--- src/rtl/regfile_pkg.sv ---
// Register bank shared definitions.
// Used by the bank, decode and the writeback controller.
package regfile_pkg;

  localparam int DEFAULT_REGISTER_SIZE = 32;
  localparam int DEFAULT_ADDRESS_SIZE  = 5;
  localparam int ZERO_REG              = 0;

  typedef struct packed {
    logic                             valid;
    logic [DEFAULT_ADDRESS_SIZE-1:0]  addr;
    logic [DEFAULT_REGISTER_SIZE-1:0] data;
  } wb_entry_t;

endpackage

--- src/rtl/rr_arbiter.sv ---
// Round-robin arbiter: lowest request at or after ptr wins.
// One-hot grant; no grant when no request.
module rr_arbiter #(
  parameter int N  = 3,
  parameter int PW = $clog2(N)
) (
  input  logic [N-1:0]  req,
  input  logic [PW-1:0] ptr,
  output logic [N-1:0]  grant
);

  logic [N-1:0] mask;
  logic [N-1:0] hi;
  logic [N-1:0] pick;

  // Try requests at/above ptr first, else wrap.
  always_comb begin
    mask  = ~((N'(1) << ptr) - N'(1));
    hi    = req & mask;
    pick  = (|hi) ? hi : req;
    grant = pick & (~pick + N'(1));
  end

endmodule

--- src/rtl/regfile_writeback.sv ---
// Writeback controller: per-source slots, RR onto one write port.
// Optional bypass lookup enabled by defining WB_BYPASS_EN.
module regfile_writeback
  import regfile_pkg::*;
#(
  parameter int REGISTER_SIZE = DEFAULT_REGISTER_SIZE,
  parameter int ADDRESS_SIZE  = DEFAULT_ADDRESS_SIZE,
  parameter int NUM_SRC       = 3
) (
  input  logic                             clk,
  input  logic                             reset,
  input  logic [NUM_SRC-1:0]               src_valid,
  output logic [NUM_SRC-1:0]               src_ready,
  input  logic [NUM_SRC*ADDRESS_SIZE-1:0]  src_addr,
  input  logic [NUM_SRC*REGISTER_SIZE-1:0] src_data,
  output logic                             rf_write,
  output logic [ADDRESS_SIZE-1:0]          rf_addr,
  output logic [REGISTER_SIZE-1:0]         rf_data,
  output logic                             busy
`ifdef WB_BYPASS_EN
  ,
  input  logic [ADDRESS_SIZE-1:0]          byp_addr1,
  input  logic [ADDRESS_SIZE-1:0]          byp_addr2,
  output logic                             byp_hit1,
  output logic                             byp_hit2,
  output logic [REGISTER_SIZE-1:0]         byp_data1,
  output logic [REGISTER_SIZE-1:0]         byp_data2
`endif
);

  localparam int AS = ADDRESS_SIZE;
  localparam int RS = REGISTER_SIZE;
  localparam int PW = $clog2(NUM_SRC);

  logic [NUM_SRC-1:0] slot_valid;
  logic [NUM_SRC-1:0] grant;
  logic [AS-1:0]      slot_addr [NUM_SRC];
  logic [RS-1:0]      slot_data [NUM_SRC];
  logic [PW-1:0]      ptr;
  logic [PW-1:0]      ptr_nxt;
  logic [AS-1:0]      sel_addr;
  logic [RS-1:0]      sel_data;

  rr_arbiter #(
    .N  (NUM_SRC),
    .PW (PW)
  ) u_arb (
    .req   (slot_valid),
    .ptr   (ptr),
    .grant (grant)
  );

  assign src_ready = ~slot_valid | grant;
  assign busy      = (|slot_valid) | rf_write;

  always_comb begin
    sel_addr = '0;
    sel_data = '0;
    ptr_nxt  = ptr;
    for (int i = 0; i < NUM_SRC; i++) begin
      if (grant[i]) begin
        sel_addr = slot_addr[i];
        sel_data = slot_data[i];
        ptr_nxt  = (i == NUM_SRC-1) ? '0 : PW'(i+1);
      end
    end
  end

  always_ff @(posedge clk or negedge reset) begin
    if (!reset) begin
      slot_valid <= '0;
      for (int i = 0; i < NUM_SRC; i++) begin
        slot_addr[i] <= '0;
        slot_data[i] <= '0;
      end
      ptr      <= '0;
      rf_write <= 1'b0;
      rf_addr  <= '0;
      rf_data  <= '0;
    end else begin
      // Writes to r0 complete the handshake but never occupy a slot.
      for (int i = 0; i < NUM_SRC; i++) begin
        if (src_valid[i] && src_ready[i] &&
            src_addr[i*AS +: AS] != AS'(ZERO_REG)) begin
          slot_valid[i] <= 1'b1;
          slot_addr[i]  <= src_addr[i*AS +: AS];
          slot_data[i]  <= src_data[i*RS +: RS];
        end else if (grant[i]) begin
          slot_valid[i] <= 1'b0;
        end
      end
      ptr      <= ptr_nxt;
      rf_write <= |grant;
      if (|grant) begin
        rf_addr <= sel_addr;
        rf_data <= sel_data;
      end
    end
  end

`ifdef WB_BYPASS_EN
  function automatic logic [RS:0] lookup(input logic [AS-1:0] a);
    logic [RS:0] r;
    r = '0;
    if (rf_write && rf_addr == a)
      r = {1'b1, rf_data};
    // Descending scan so the lowest matching slot wins.
    for (int i = NUM_SRC-1; i >= 0; i--) begin
      if (slot_valid[i] && slot_addr[i] == a)
        r = {1'b1, slot_data[i]};
    end
    if (a == AS'(ZERO_REG))
      r = '0;
    return r;
  endfunction

  always_comb {byp_hit1, byp_data1} = lookup(byp_addr1);
  always_comb {byp_hit2, byp_data2} = lookup(byp_addr2);
`endif

endmodule

--- config.mk ---
export PLATFORM = sky130hd
export DESIGN_NAME = regfile_writeback
export DESIGN_NICKNAME = d
export VERILOG_FILES = /design/src/rtl/regfile_pkg.sv /design/src/rtl/rr_arbiter.sv /design/src/rtl/regfile_writeback.sv
export SDC_FILE = /design/constraint.sdc
export NUM_CORES = 1
export LEC_CHECK = 0
export ABC_AREA = 1
export CAP_MARGIN = 10
export CORE_MARGIN = 4
export CORE_UTILIZATION = 35
export DETAILED_ROUTE_END_ITERATION = 16
export GPL_ROUTABILITY_DRIVEN = 0
export HOLD_SLACK_MARGIN = 0.12
export RECOVER_POWER = 100
export SETUP_SLACK_MARGIN = 0.4
export SKIP_LAST_GASP = 1
export SYNTH_ARGS = -nofsm -noshare
export SYNTH_HDL_FRONTEND = slang
export SYNTH_SLANG_ARGS = --single-unit
export TNS_END_PERCENT = 50
--- constraint.sdc ---
create_clock -name clk -period 1.6 [get_ports clk]
set_input_delay 0.16 -clock clk [delete_from_list [all_inputs] [get_ports clk]]
set_output_delay 0.16 -clock clk [all_outputs]
set_load 0.01 [all_outputs]
## Word-level counts from Yosys, hierarchy flattened

Index checks and enable logic that the tools add are counted.

- Word-level logic and storage cells: 55
- Flip-flop bits (word level): 154

- Multiplexer cells: 16
- Reduce and logical (&&, ||, !) cells: 16
- Bitwise gates (word level): 7
- Add/sub/neg operators: 2
- Shift operators: 1

Operators with widths:

| operator | count |
|---|---|
| $mux W32 | 3 |
| $mux W5 | 3 |
| $reduce_bool A5 Y1 | 3 |
| $not A3 Y3 | 3 |
| $reduce_or A3 Y1 | 3 |
| $and A3 B3 Y3 | 2 |
| $logic_and A1 B1 Y1 | 6 |
| $mux W1 | 6 |
| $mux W2 | 3 |
| $reduce_bool A2 Y1 | 3 |
| $add A3 B1 Y3 const B | 1 |
| $mux W3 | 1 |
| $or A3 B3 Y3 | 1 |
| $reduce_bool A3 Y1 | 1 |
| $shl A1 B2 Y3 const A | 1 |
| $sub A3 B2 Y3 const B | 1 |
| $or A1 B1 Y1 | 1 |

## Longest topological paths before layout

Gate-level depths: netlist (run 1).

- Word-level depth: 13
- Gate-level depth with buffers: 11
- Gate-level depth less buffers: 9

## Hierarchy

A second synthesis (run 1) with hierarchy kept.

- Cells, all modules: 854
- Area, all modules: 6821.5 um^2

By module, submodules not included:

| module | area each (um^2) | cells each | instances | sequential area each (um^2) |
|---|---|---|---|---|
| regfile_writeback | 6756.5 | 840 | 1 | 3853.7 |
| rr_arbiter | 65.1 | 14 | 1 | 0.0 |

## Worst setup path after synthesis (run 1)

OpenSTA, ideal clock, no wires.

- Path kind: flip-flop to flip-flop
- Start: register slot_valid[2]
- End: register slot_data[44] in the netlist's numbering
- Cell stages (with the launch flop): 12
- Path slack: 0.130 ns
- Data arrival time: 1.353 ns
- Path buffers: 3
- Setup time: 0.117 ns
- Period minus slack after synthesis: 1.470 ns
- Path through: dfrtp_1 > buf_2 > nand3_1 > nand2_1 > inv_1 > nand3_1 > nand2_1 > nand3_1 > buf_4 > buf_2 > nand2_1 > nand2_1

- Longest elaborated chain between the ends: 9

RTL lines:

| element | line | source |
|---|---|---|
| from (decl) | regfile_writeback.sv:35 | `logic [NUM_SRC-1:0] slot_valid;` |
| from (signal assigned) | regfile_writeback.sv:71 | `slot_valid <= '0;` |
| from (signal, indexed assignment) | regfile_writeback.sv:85 | `slot_valid[i] <= 1'b1;` |
| from (signal, indexed assignment) | regfile_writeback.sv:89 | `slot_valid[i] <= 1'b0;` |
| $and A3 B3 Y3 (*) | rr_arbiter.sv:19 | `hi = req & mask;` |
| $reduce_or A3 Y1 (*) | rr_arbiter.sv:20 | `pick = (\|hi) ? hi : req;` |
| $mux W3 (*) | rr_arbiter.sv:20 |  |
| $not A3 Y3 | rr_arbiter.sv:21 | `grant = pick & (~pick + N'(1));` |
| $add A3 B1 Y3 | rr_arbiter.sv:21 |  |
| $and A3 B3 Y3 (*) | rr_arbiter.sv:21 |  |
| $or A3 B3 Y3 (*) | regfile_writeback.sv:53 | `assign src_ready = ~slot_valid \| grant;` |
| $logic_and A1 B1 Y1 (*) (2 in series) | regfile_writeback.sv:83 | `if (src_valid[i] && src_ready[i] &&` |
| to (signal, indexed assignment) | regfile_writeback.sv:87 | `slot_data[i] <= src_data[i*RS +: RS];` |
| to (decl) | regfile_writeback.sv:38 | `logic [RS-1:0] slot_data [NUM_SRC];` |

Mark *: on every way between the ends. The rest lies on a longest branch, timed or not.
A chain may end at the register's enable or synchronous reset.

==> results.py, run 1 <==
metrics = {
    "outcome": {
        "status": "finished with violations",
        "violations": "setup timing",
    },
    "route": {
        "drt-initial-drc-count": 478,
        "drc": 0,
        "route.vias.total": 6848,
        "vias_per_cell": 5.354,
        "wl_um": 26010,
        "ant_nets": 0,
        "wl_per_cell_um": 20.34,
        "firstDrtPassIters": 6,
    },
    "die": {
        "die_x_um": 147.6,
        "die_y_um": 147.6,
        "start_util": 0.3600,
        "fp-row-count": 50,
        "die_area_sq_um": 21790,
        "ios": 158,
        "core-area_sq_um": 18960,
    },
    "critical_path": {
        "cp_cell_sequence": "inv_2, nand2_2, nand4_1, nand3_2, nor2_2, inv_2, or2_4, buf_6",
        "crit_top_cell": "inv_2",
        "cp_slowest_stage_delay_ns": 0.41,
        "crit_buf_inv": 3,
        "cp.arrival_ns": 1.81,
        "cp-start-kind": "flop",
        "critPathTopFamily": "simple AND/OR/NAND/NOR gates",
        "endpoint_kind": "output pin",
        "cp_data_required_time_ns": 1.44,
        "crit_slowest_cell": "dfrtp_1",
        "critical_path_class": "flop to output pin",
        "crit_path_max_fanout": 4,
    },
    "sta": {
        "maxSlewViolCount": 0,
        "finalClockSkew_ns": 0.007336,
        "hold_viol": 0,
        "post-route-min-period_ns": 1.975,
        "max_freq_mhz": 506.4,
        "rsz0062_at_grt": "yes",
        "finalWorstSetupSlack_ns": -0.3747,
        "setup_tns_ns": -37.10,
        "slew_headroom": 0.3816,
        "setup_viol": 157,
        "fin_crit_sh": 1.234,
        "tightest_slew_ns": 0.9276,
    },
    "synthesis": {
        "synth_cells": 780,
        "synth_top_area_frac": 0.5647,
        "synth_flop_cell": "dfrtp_1",
        "synth_compound_area_frac": 0.03062,
        "yosysTopAreaCell": "dfrtp_1",
        "yosysSeqAreaShare": 0.5647,
        "synthSimpleGateAreaFrac": 0.3333,
        "synthTopCellsByCount": "nand2_1 (235), dfrtp_1 (154), nand4_1 (147), nand3_1 (84), inv_1 (39)",
        "synth-xor-area-share": 0,
        "synth.area.mux_share": 0,
        "ys_ff_latch": 154,
        "synth_area_leaders": "dfrtp_1 (56%), nand4_1 (13%), nand2_1 (13%), nand3_1 (6.2%), o21ai_1 (2.3%)",
        "synth_top_family_by_area": "simple AND/OR/NAND/NOR gates",
        "async_reset_ff_frac": 1.000,
        "yosysMostFrequentCell": "nand2_1",
        "syn_area_per_cell_sq_um": 8.749,
        "synth_fp_nets": 896,
        "yosysUniqueCellTypes": 20,
        "ys_warn_count": 0,
        "yosys.area_share.adder": 0,
        "synth-edff-count": 0,
        "syn_area_sq_um": 6824,
    },
    "global_route": {
        "grt_pass1_wl_um": 37940,
        "grt_pass1_vias": 6781,
        "antenna_found_initial": 0,
        "grt_use_total": 0.2245,
        "overflow": 0,
        "grt_start_max_net_pins": 48,
    },
    "placement": {
        "placed_area_sq_um": 9032,
        "dp_slack_ns": -0.2573,
        "portBuffers": 157,
        "hpwl_um": 14900,
    },
    "power": {
        "total_power_mw": 27.70,
        "vdd_drop_max_uv": 1047,
        "p_leak_nw": 5.284,
        "power.density_nw_per_um2": 2438,
    },
    "clocking": {
        "htree_levels": 4,
        "clockBufferDepth": 2,
        "clk_pin_slew_ns": 0.06,
        "clock_sinks": 154,
        "clkLatencyLatePin_ns": 0.43,
        "root_buffer": "clkbuf_16",
        "cts_made_buffers": 17,
        "cts_tree": "yes",
    },
    "cells_and_area": {
        "final_cell_area_sq_um": 11360,
        "drive_gt1_frac": 0.2672,
        "area_growth_pct": 66.54,
        "final_nets": 1121,
    },
    "job": {
        "drv_cap": 0,
    },
    "min_path": {
        "hp-class": "input port to flop",
    },
}
[cell type report]
type / instances / area, sq um
Fill cell: 1608 / 7591
Sequential cell: 154 / 3855
Timing Repair Buffer: 274 / 3401
Multi-Input combinational cell: 516 / 3000
Clock buffer: 20 / 436.7
Tap cell: 260 / 325.3
Clock inverter: 12 / 173.9
Inverter: 42 / 170.2
Antenna cell: 1 / 2.502
[power by group]
part	internal [mW]	total [mW]	switching [mW]
Combinational	8.44	16.3	7.83
Clock	2.61	4.24	1.64
Sequential	5.83	7.19	1.36
Total	16.9	27.7	10.8
[flip-flops by register name, indices dropped and copies added (netlist names)]
| name | count |
|---|---|
| slot_data | 96 |
| rf_addr | 5 |
| ptr | 2 |
| slot_valid | 3 |
| slot_addr | 15 |
| rf_data | 32 |
| rf_write | 1 |
[cells by family (layout without fill, tap and decap cells)]
logic type	Yosys count	count (layout)
AOI/OAI and AO/OA	40	40
buffers and inverters	110	348
DFF	154	154
other	0	1
and+or+nand+nor	476	476
[through the flow]
step                      std cells  hold slack, ns  utilization
after floorplan                 780         -0.1356            -
after global placement         1181         0.09226       0.4765
after detailed placement       1181         0.09150       0.4765
after CTS                      1264          0.1708       0.5680
after global routing           1278          0.1793       0.5994
final                          1279          0.1826       0.5995
[per-layer routing]
metal  part of all wire  wire length, um  GRT usage
met1               0.43            11160     0.2998
met2               0.48            12460     0.3671
met3              0.074             1930    0.05518
met4              0.018              464    0.06011
met5                  0                0          0
[worst min-delay path: cells and delay by family]
kind / cells / cell delay [ns]
buffers and inverters: 1 / 0.22
AND/OR/NAND/NOR: 2 / 0.18
[layout by cell type (no fill, tap or decap), types with 24 or more instances in the layout]
cell type / instances
inv_1: 36
buf_12: 30
clkdlybuf4s50_1: 150
buf_4: 37
nand2_1: 165
nand2_2: 48
nand3_1: 72
nand4_1: 147
buf_6: 24
dfrtp_1: 153
[worst paths after layout]
path                               start             to  slack [ns]  cells past startpoint
min in group asynchronous          reset  slot_data[33]        0.41                      2
max reg2reg                       ptr[1]  slot_addr[14]       -0.33                     13
min                         src_valid[2]  slot_data[11]        0.18                      3
max                               ptr[1]           busy       -0.37                      8
max in group asynchronous          reset  slot_addr[11]        0.16                      3
min reg2reg                slot_data[15]  slot_data[15]        0.47                      2
[timing repair]
item                                   CTS  global route
cloned                                  18             9
endpoints found under the hold margin  154             0
setup endpoints to repair              195           196
setup buffers                           32             5
resized for setup                      101           114
hold buffers                             1             0
pin swaps                               20            16
Note: power is estimated with default switching activity, not from simulation.
==> run 2: changes to the inputs <==
Settings changed: CELL_PAD_IN_SITES_DETAIL_PLACEMENT set to 0, CELL_PAD_IN_SITES_GLOBAL_PLACEMENT set to 1, CORE_UTILIZATION 35 to 34, PLACE_DENSITY_LB_ADDON set to 0.1.
==> run 2 against run 1 <==
Effect of this change: hold slack gained 0.025 ns; the run still ends with setup timing left; clock-buffer cell count is 2 higher; sequential power is 0.7% higher; sequential cell count stayed put.
==> results.py, run 2 (synthesis results as in run 1) <==
metrics = {
    "sta": {
        "slew_headroom": 0.4606,
        "hold_viol": 0,
        "maxSlewViolCount": 0,
        "rsz0062_at_grt": "yes",
        "fin_crit_sh": 1.216,
        "finalWorstSetupSlack_ns": -0.3464,
        "finalClockSkew_ns": 0.007129,
        "post-route-min-period_ns": 1.946,
        "setup_tns_ns": -37.82,
        "max_freq_mhz": 513.8,
        "whs_ns": 0.2076,
        "tightest_slew_ns": 0.8091,
        "setup_viol": 156,
    },
    "die": {
        "die_x_um": 149.7,
        "die_y_um": 149.7,
        "fp-row-count": 51,
        "core-area_sq_um": 19590,
        "ios": 158,
        "start_util": 0.3483,
        "die_area_sq_um": 22400,
    },
    "power": {
        "p_leak_nw": 5.118,
        "power.density_nw_per_um2": 2399,
        "total_power_mw": 26.45,
        "vdd_drop_max_uv": 1495,
    },
    "global_route": {
        "grt_pass1_wl_um": 40050,
        "antenna_found_initial": 0,
        "grt_start_max_net_pins": 50,
        "grt_use_total": 0.2345,
        "overflow": 0,
        "grt_pass1_vias": 7057,
    },
    "outcome": {
        "status": "finished with violations",
        "violations": "setup timing",
    },
    "clocking": {
        "root_buffer": "clkbuf_16",
        "cts_tree": "yes",
        "htree_levels": 4,
        "clkLatencyLatePin_ns": 0.42,
        "clockBufferDepth": 2,
        "clock_sinks": 154,
        "cts_made_buffers": 17,
        "clk_pin_slew_ns": 0.06,
    },
    "critical_path": {
        "endpoint_kind": "flop",
        "cp_data_required_time_ns": 1.91,
        "critical_path_class": "flop to flop",
        "crit_path_max_fanout": 6,
        "cp.arrival_ns": 2.25,
        "cp-start-kind": "flop",
    },
    "placement": {
        "placed_area_sq_um": 8961,
        "hpwl_um": 15490,
        "dp.cells": 1182,
        "portBuffers": 157,
    },
    "cells_and_area": {
        "final_common_cell": "dfrtp_1",
        "largest_register_ffs": 96,
        "reg.largest.list": "slot_data (96), rf_data (32), slot_addr (15)",
        "instances_no_fill": 1265,
        "area_growth_pct": 61.57,
        "fillers": 1768,
        "final_nets": 1105,
        "layout_common_cells": "dfrtp_1 (153), clkdlybuf4s50_1 (150), nand4_1 (147)",
        "antenna_cells": 0,
        "final_cell_area_sq_um": 11030,
        "top_register": "slot_data",
        "drive_gt1_frac": 0.2500,
    },
    "job": {
        "drv_cap": 0,
    },
    "min_path": {
        "hp-class": "input port to flop",
    },
    "route": {
        "wl_um": 26350,
        "route.vias.total": 6765,
        "wl_per_cell_um": 20.83,
        "firstDrtPassIters": 4,
        "drc": 0,
        "drt-initial-drc-count": 406,
        "vias_per_cell": 5.348,
        "ant_nets": 0,
    },
}
-- run 2: changes by cell type in the layout (fill, tap and decap cells not counted), moves of 4 or more --
cell       change
bufbuf_16      +4
nand3_2        -5
o21ai_1       +20
buf_16         -5
o21ai_2       -22
nand2_1       -26
nand2_2       +22
buf_12        -12
nand3_1        +6
-- run 2: repair_timing --
action	4_1_cts	5_1_grt
setup endpoints to repair	195	196
buffers inserted	28	3
cloned	17	3
pin swaps	14	10
resized for setup	85	118
hold buffers	2	0
endpoints found under the hold margin	158	0
-- run 2: final timing paths --
check,startpoint,end,slack [ns],cells after the start
min in group asynchronous,reset,slot_data[74],0.36,2
max in group asynchronous,reset,slot_data[48],0.20,3
worst min register to register,slot_data[58],slot_data[58],0.48,2
worst max register to register,ptr[1],slot_data[48],-0.35,14
worst min-delay path,src_valid[1],slot_data[50],0.21,3
worst max-delay path,ptr[1],slot_data[48],-0.35,14
-- run 2: critical path, cell delays in order, from the launching register on --
cell,delay (ns)
dfrtp_1,0.41
inv_2,0.11
nand2_1,0.07
nand4_1,0.13
buf_4,0.14
buf_6,0.08
buf_6,0.08
nand3_4,0.07
nand2_4,0.10
buf_6,0.11
nand3_4,0.10
buf_12,0.18
buf_16,0.15
nand2_2,0.05
nand2_1,0.04
-- run 2: routing by layer --
metal / global-route usage / up-vias / part of all wire
li1: - / 3130 / -
met1: 0.3152 / 3354 / 0.44
met2: 0.3826 / 255 / 0.47
met3: 0.05512 / 26 / 0.070
met4: 0.06313 / 0 / 0.020
met5: 0 / - / 0
-- run 2: per-stage QoR --
step	setup slack, ns	utilization
after floorplan	0.1710	-
after global placement	-0.2332	0.4574
after detailed placement	-0.2868	0.4574
after CTS	-0.2994	0.5403
after global routing	-0.4134	0.5628
final	-0.3464	0.5628
-- run 2: where the power goes --
part | switching (mW) | total (mW) | internal (mW)
clock | 1.55 | 4.38 | 2.83
combinational | 7.39 | 14.8 | 7.43
sequential | 1.41 | 7.24 | 5.83
-- run 2: cell type report --
cell class	count	area [sq um]	area share
clock buffers	22	464.2	0.04210
clock inverters	8	167.7	0.01521
inverters	42	166.4	0.01509
multi-input cells	516	2963	0.2687
flip-flops and latches	154	3855	0.3496
well taps	265	331.6	0.03007
repair buffers	258	3078	0.2792
